## src/rtl/rom_arbiter_pkg.sv

```systemverilog
// Shared types and helpers for the ROM port arbiter.
package rom_arbiter_pkg;

  // Transaction phases of the downstream port.
  typedef enum logic [1:0] {
    ST_IDLE = 2'd0,
    ST_WAIT = 2'd1,
    ST_DONE = 2'd2
  } arb_state_e;

  // Width of the round-robin pointer: max(1, clog2(n)).
  function automatic int ptr_width(input int n);
    int w;
    w = 0;
    while ((1 << w) < n) w++;
    return (w < 1) ? 1 : w;
  endfunction

endpackage

```

## src/rtl/rom_arbiter_rr_pick.sv

```systemverilog
// Combinational winner selection: round-robin from ptr, or fixed lowest-index priority.
module rr_pick
  import rom_arbiter_pkg::*;
#(
  parameter int N          = 2,
  parameter int FIXED_PRIO = 0,
  parameter int PW         = ptr_width(N)
) (
  input  logic [N-1:0]  elig,
  input  logic [PW-1:0] ptr,
  output logic [PW-1:0] win_idx,
  output logic          win_valid
);

  // Scan N candidates starting at ptr (or 0 in fixed mode), wrapping; first eligible wins.
  always_comb begin
    int cand;
    // NOTE: every output gets a default first so no path through the block infers a latch.
    win_idx   = '0;
    win_valid = 1'b0;
    cand      = 0;
    for (int k = 0; k < N; k++) begin
      cand = (FIXED_PRIO != 0) ? k : int'(ptr) + k;
      if (cand >= N) cand = cand - N;
      if (!win_valid && elig[cand]) begin
        win_valid = 1'b1;
        win_idx   = PW'(cand);
      end
    end
  end

endmodule

```

## src/rtl/rom_arbiter.sv

```systemverilog
// N-channel arbiter for the shared external ROM/SDRAM port with base relocation,
// enable masking and registered grant visibility.
module rom_arbiter
  import rom_arbiter_pkg::*;
#(
  parameter int N          = 2,
  parameter int AW         = 21,
  parameter int MAW        = 22,
  parameter int DW         = 8,
  parameter int FIXED_PRIO = 0
) (
  input  logic             clk,
  input  logic             reset,
  input  logic [N-1:0]     ch_en,
  input  logic [N-1:0]     ch_req,
  input  logic [N*AW-1:0]  ch_addr,
  input  logic [N*MAW-1:0] ch_base,
  output logic [N-1:0]     ch_ack,
  output logic [DW-1:0]    ch_rdata,
  output logic [MAW-1:0]   m_addr,
  output logic             m_req,
  input  logic             m_ack,
  input  logic [DW-1:0]    m_rdata,
  output logic [N-1:0]     grant,
  output logic             busy
);

  localparam int PW = ptr_width(N);

  arb_state_e     state_q, state_d;
  logic [PW-1:0]  ptr_q, ptr_d;
  logic           m_req_q, m_req_d;
  logic [MAW-1:0] m_addr_q, m_addr_d;
  logic [N-1:0]   ch_ack_q, ch_ack_d;
  logic [DW-1:0]  ch_rdata_q, ch_rdata_d;
  logic [N-1:0]   grant_q, grant_d;
  logic           busy_q, busy_d;

  logic [N-1:0]   elig;
  logic [PW-1:0]  win_idx;
  logic           win_valid;
  logic [AW-1:0]  win_addr;
  logic [MAW-1:0] win_base;
  logic [MAW-1:0] win_addr_ext;
  logic [MAW-1:0] reloc_addr;
  logic [N-1:0]   win_onehot;
  logic [PW-1:0]  next_ptr;

  assign elig = ch_req & ch_en;

  rr_pick #(
    .N         (N),
    .FIXED_PRIO(FIXED_PRIO),
    .PW        (PW)
  ) u_pick (
    .elig     (elig),
    .ptr      (ptr_q),
    .win_idx  (win_idx),
    .win_valid(win_valid)
  );

  // Relocate the winner's address by its base (wraps modulo 2^MAW) and precompute its one-hot and next ptr.
  always_comb begin
    win_addr     = ch_addr[int'(win_idx)*AW +: AW];
    win_base     = ch_base[int'(win_idx)*MAW +: MAW];
    win_addr_ext = '0;
    win_addr_ext[AW-1:0] = win_addr;
    reloc_addr   = win_base + win_addr_ext;
    win_onehot   = '0;
    win_onehot[win_idx] = 1'b1;
    if (int'(win_idx) == N - 1) next_ptr = '0;
    else                        next_ptr = win_idx + PW'(1);
  end

  // Next-state and registered-output logic of the IDLE -> WAIT -> DONE transaction cycle.
  always_comb begin
    state_d    = state_q;
    ptr_d      = ptr_q;
    m_req_d    = m_req_q;
    m_addr_d   = m_addr_q;
    ch_ack_d   = '0;
    ch_rdata_d = ch_rdata_q;
    grant_d    = grant_q;

    unique case (state_q)
      ST_IDLE: begin
        if (win_valid) begin
          grant_d  = win_onehot;
          m_addr_d = reloc_addr;
          m_req_d  = 1'b1;
          state_d  = ST_WAIT;
          if (FIXED_PRIO == 0) ptr_d = next_ptr;
        end
      end
      ST_WAIT: begin
        // The owner's request/enable are not re-examined here: a started transaction always completes.
        if (m_ack) begin
          ch_rdata_d = m_rdata;
          ch_ack_d   = grant_q;
          m_req_d    = 1'b0;
          state_d    = ST_DONE;
        end
      end
      ST_DONE: begin
        grant_d = '0;
        state_d = ST_IDLE;
      end
      default: begin
        grant_d = '0;
        m_req_d = 1'b0;
        state_d = ST_IDLE;
      end
    endcase

    busy_d = (state_d != ST_IDLE);
  end

  // State and output registers; reset abandons any in-flight downstream request.
  always_ff @(posedge clk or posedge reset) begin
    if (reset) begin
      state_q    <= ST_IDLE;
      ptr_q      <= '0;
      m_req_q    <= 1'b0;
      m_addr_q   <= '0;
      ch_ack_q   <= '0;
      ch_rdata_q <= '0;
      grant_q    <= '0;
      busy_q     <= 1'b0;
    end else begin
      // NOTE: non-blocking so every register updates together from the pre-edge values.
      state_q    <= state_d;
      ptr_q      <= ptr_d;
      m_req_q    <= m_req_d;
      m_addr_q   <= m_addr_d;
      ch_ack_q   <= ch_ack_d;
      ch_rdata_q <= ch_rdata_d;
      grant_q    <= grant_d;
      busy_q     <= busy_d;
    end
  end

  assign ch_ack   = ch_ack_q;
  assign ch_rdata = ch_rdata_q;
  assign m_addr   = m_addr_q;
  assign m_req    = m_req_q;
  assign grant    = grant_q;
  assign busy     = busy_q;

endmodule
```

## config.mk

```make
export PLATFORM = sky130hd
export DESIGN_NAME = rom_arbiter
export DESIGN_NICKNAME = d
export VERILOG_FILES = /design/src/rtl/rom_arbiter_pkg.sv /design/src/rtl/rom_arbiter_rr_pick.sv /design/src/rtl/rom_arbiter.sv
export SDC_FILE = /design/constraint.sdc
export NUM_CORES = 1
export LEC_CHECK = 0
export CAP_MARGIN = 15
export CORE_UTILIZATION = 30
export CTS_CLUSTER_SIZE = 20
export DETAILED_ROUTE_END_ITERATION = 12
export PLACE_DENSITY = 0.63
export SYNTH_ARGS = -nofsm -noshare
export SYNTH_HDL_FRONTEND = slang
export SYNTH_HIERARCHICAL = 1
export SYNTH_SLANG_ARGS = --single-unit
```

## constraint.sdc

```tcl
create_clock -name clk -period 6.4 [get_ports clk]
set_clock_uncertainty 0.1 [all_clocks]
set_input_delay 0.64 -clock clk [delete_from_list [all_inputs] [get_ports clk]]
set_output_delay 0.64 -clock clk [all_outputs]
set_load 0.02 [all_outputs]
```

==> qor.txt <==
number of library cell types mapped by synthesis: 38
Die Span Y: 101 µm
number of synthesized flops with an enable pin: 0
CP startpoint: ch_req[1]
worst path required time: 6460 ps
hold_buf cts: 0
Synth Register Bits: 39
max-slew violations: 0
Synth Flop Type: dfrtp_1
post-synth top area cell: dfrtp_1
slew of the pin with the lowest slew margin: 916 ps
CTS root buf: clkbuf_8
Peak supply drop: 175 µV
Resized cells post-CTS: 0
initial core utilization: 31.3%
Max Cap Viol: 0
kind of critical path: in -> reg
CTS Buffer Depth: 2
clock-pin slew on the worst setup and hold paths: 80 ps
top cells by area, synth: dfrtp_1 (33%), mux2_2 (15%), ha_1 (9.0%)
gpl congestion: 0.817
r2r startpoint: ptr_q
Die X-Extent: 101 µm
initial drt markers: 66
status: finished, final reports clean
setup violators final: 0
Arr. time, crit path: 4450 ps
Num CTS Buffers: 5
worst-path fanout max: 27
Detailed Route WL: 8.08 mm
sequential area share after synthesis: 33.4%
Net Count, Synth: 450
Hold Path Class: reg -> reg
share of the synthesized area in the top cell type: 33.4%
Overflow after GRT: 0
Cell Area, Synth: 0.00292 mm²
# rows: 35
Core ar.: 0.00933 mm²
Slew headroom: 38.8%
vias per cell: 4.76
vias in the first global route: 2774
DP Wirelength: 6.41 mm
RSZ-0062 raised after global routing: false
GRT Util Overall: 15.7%
post-route ant nets: 0
# Post-CTS Setup Buffers: 0
max incr delay on CP: 740 ps
clk sinks: 39
Crit path max-delay family: compound AO/OA/AOI/OAI gates
asr flop ratio synth: 100%
Peak Freq: 228 MHz
slowest cell on the critical path: a21boi_4
clk_lat worst skew: 290 ps
# H-tree levels: 2
area delta synth->final: 55.5%
full die area: 0.0101 mm²
average wire per standard cell: 13.7 µm
placed cells: 583
post-layout minimum cycle time: 4400 ps
synthesized instance count: 327
# port buffers: 136
CP Buf/Inv Count: 2
Total Nets Final: 584
detailed-route DRC error count: 0
Syn. warnings: 6
CTS tree: done
Final Util: 48.7%
PD cells: 305 mW/mm²
Ant. Diodes: 0
drt pass-1 iters: 4
antenna violations before repair: 0
layout cells sized above 1: 12.1%
syn_area_per_cell: 8.93 µm²
Fin. Hold Viols: 0
num ports: 137
largest net degree at the start of global routing: 46
crit path cell chain: clkdlybuf4s50_1 > and2_1 > a21boi_4 > buf_4 > mux2_2 > ha_1 > a211oi_1 > nor2_1 > o41ai_1 > o21ai_0 > a311oi_2 > xnor2_1 > o21ai_1
Pleak: 1.93 nW
HP Start: m_addr[20]
fillcell total: 906
Tcrit/Tclk final: 68.7%
post-route non-filler standard cell count: 591
Setup crit end kind: flip-flop
crit start category: input port
Vias: 2811
TNS Setup: 0 ps
first-pass GRT wire length: 12.8 mm
-- registers in the layout, indices dropped and copies added, names as in the netlist --
name	count
busy	1
ch_ack	2
ch_rdata	8
grant	2
m_addr	22
m_req	1
ptr_q	1
state_q	2
-- stage by stage --
| step | hold WS, ps | worst slack (ps) | power [mW] | area [µm²] |
|---|---|---|---|---|
| floorplan | 350 | 2440 | 0.827 | 2920 |
| global placement | 356 | 1740 | 1.17 | 4430 |
| detailed placement | 365 | 1680 | 1.18 | 4430 |
| CTS | 386 | 1980 | 1.40 | 4540 |
| global route | 401 | 1650 | 1.48 | 4540 |
| finish | 380 | 2000 | 1.38 | 4540 |
-- layout by cell type (no fill, tap or decap), types with 2 or more instances in the layout --
cell,synthesis,layout
a21o_1,5,5
a21oi_1,24,24
a31oi_1,3,3
and2_1,5,5
and3_1,2,2
buf_4,0,2
clkbuf_8,0,5
clkdlybuf4s50_1,0,136
dfrtp_1,39,39
ha_1,21,21
inv_1,8,7
mux2_2,40,40
mux2i_1,5,5
nand2_1,65,65
nand2b_1,4,4
nand4b_1,2,2
nor2_1,16,16
nor2b_1,3,3
nor3_1,3,3
o21a_1,2,2
o21ai_0,32,32
o21ai_1,2,2
xnor2_1,12,12
xor2_1,7,7
-- worst register-to-register path, stage by stage (launching register included) --
cell and delay [ps]:
dfrtp_1 350, inv_1 90, a21boi_4 730, buf_4 410, mux2_2 380, ha_1 370
a211oi_1 240, nor2_1 100, o41ai_1 320, o21ai_0 180, a311oi_2 280, xnor2_1 150
o21ai_1 70
-- layout make-up --
class	instances	area, µm²	area share (%)
clock buffers	5	68.8	1.52
repair buffers	138	1380	30.3
well taps	129	161	3.56
inverters	8	30.0	0.662
multi-input cells	269	1880	41.5
clock inverters	3	43.8	0.965
flip-flops and latches	39	976	21.5
-- worst paths after layout --
| path | endpoint | slack, ps | cells past startpoint |
|---|---|---|---|
| max | m_addr[21] | 2000 | 13 |
| min | m_addr[20] | 380 | 2 |
| max reg2reg | m_addr[21] | 2510 | 12 |
| min reg2reg | m_addr[20] | 380 | 2 |
| max in group asynchronous | ch_ack[0] | 4940 | 3 |
| min in group asynchronous | m_addr[1] | 530 | 2 |
-- cells in the mapped netlist (all sizes together), types with 2 or more instances --
cell type	count
nand2	65
mux2	40
dfrtp	39
o21ai	34
a21oi	25
ha	21
nor2	16
xnor2	12
clkbuf	11
inv	8
xor2	7
a21o	5
and2	5
mux2i	5
nand2b	4
a31oi	3
nor2b	3
nor3	3
a21boi	2
a311oi	2
and3	2
nand4b	2
o21a	2
or2	2
-- routing by layer --
metal / part of all wire, % / vias to the layer above / global-route usage [%]
met3: 5.7 / 9 / 3.33
met4: 0.79 / 0 / 3.23
met1: 45 / 1298 / 19.8
li1: - / 1415 / -
met5: 0 / - / 0
met2: 49 / 89 / 27.8
-- cell families (layout without fill, tap and decap cells) --
logic type | after synthesis | count (layout) | synth area share (%)
AO/OA/AOI/OAI | 77 | 77 | 15.6
multiplexers | 45 | 45 | 17.1
buffers and inverters | 19 | 154 | 2.44
flip-flops | 39 | 39 | 33.4
XOR/XNOR | 19 | 19 | 5.70
AND/OR/NAND/NOR | 106 | 106 | 15.9
adder cells (fa/ha/maj) | 22 | 22 | 9.69
-- power breakdown --
part	total (mW)	switching, mW	internal, mW
Clock	0.214	0.0974	0.116
Combinational	0.757	0.385	0.371
Sequential	0.414	0.0605	0.354
Total	1.38	0.543	0.841
No activity file was read; power rests on OpenSTA's default activity.
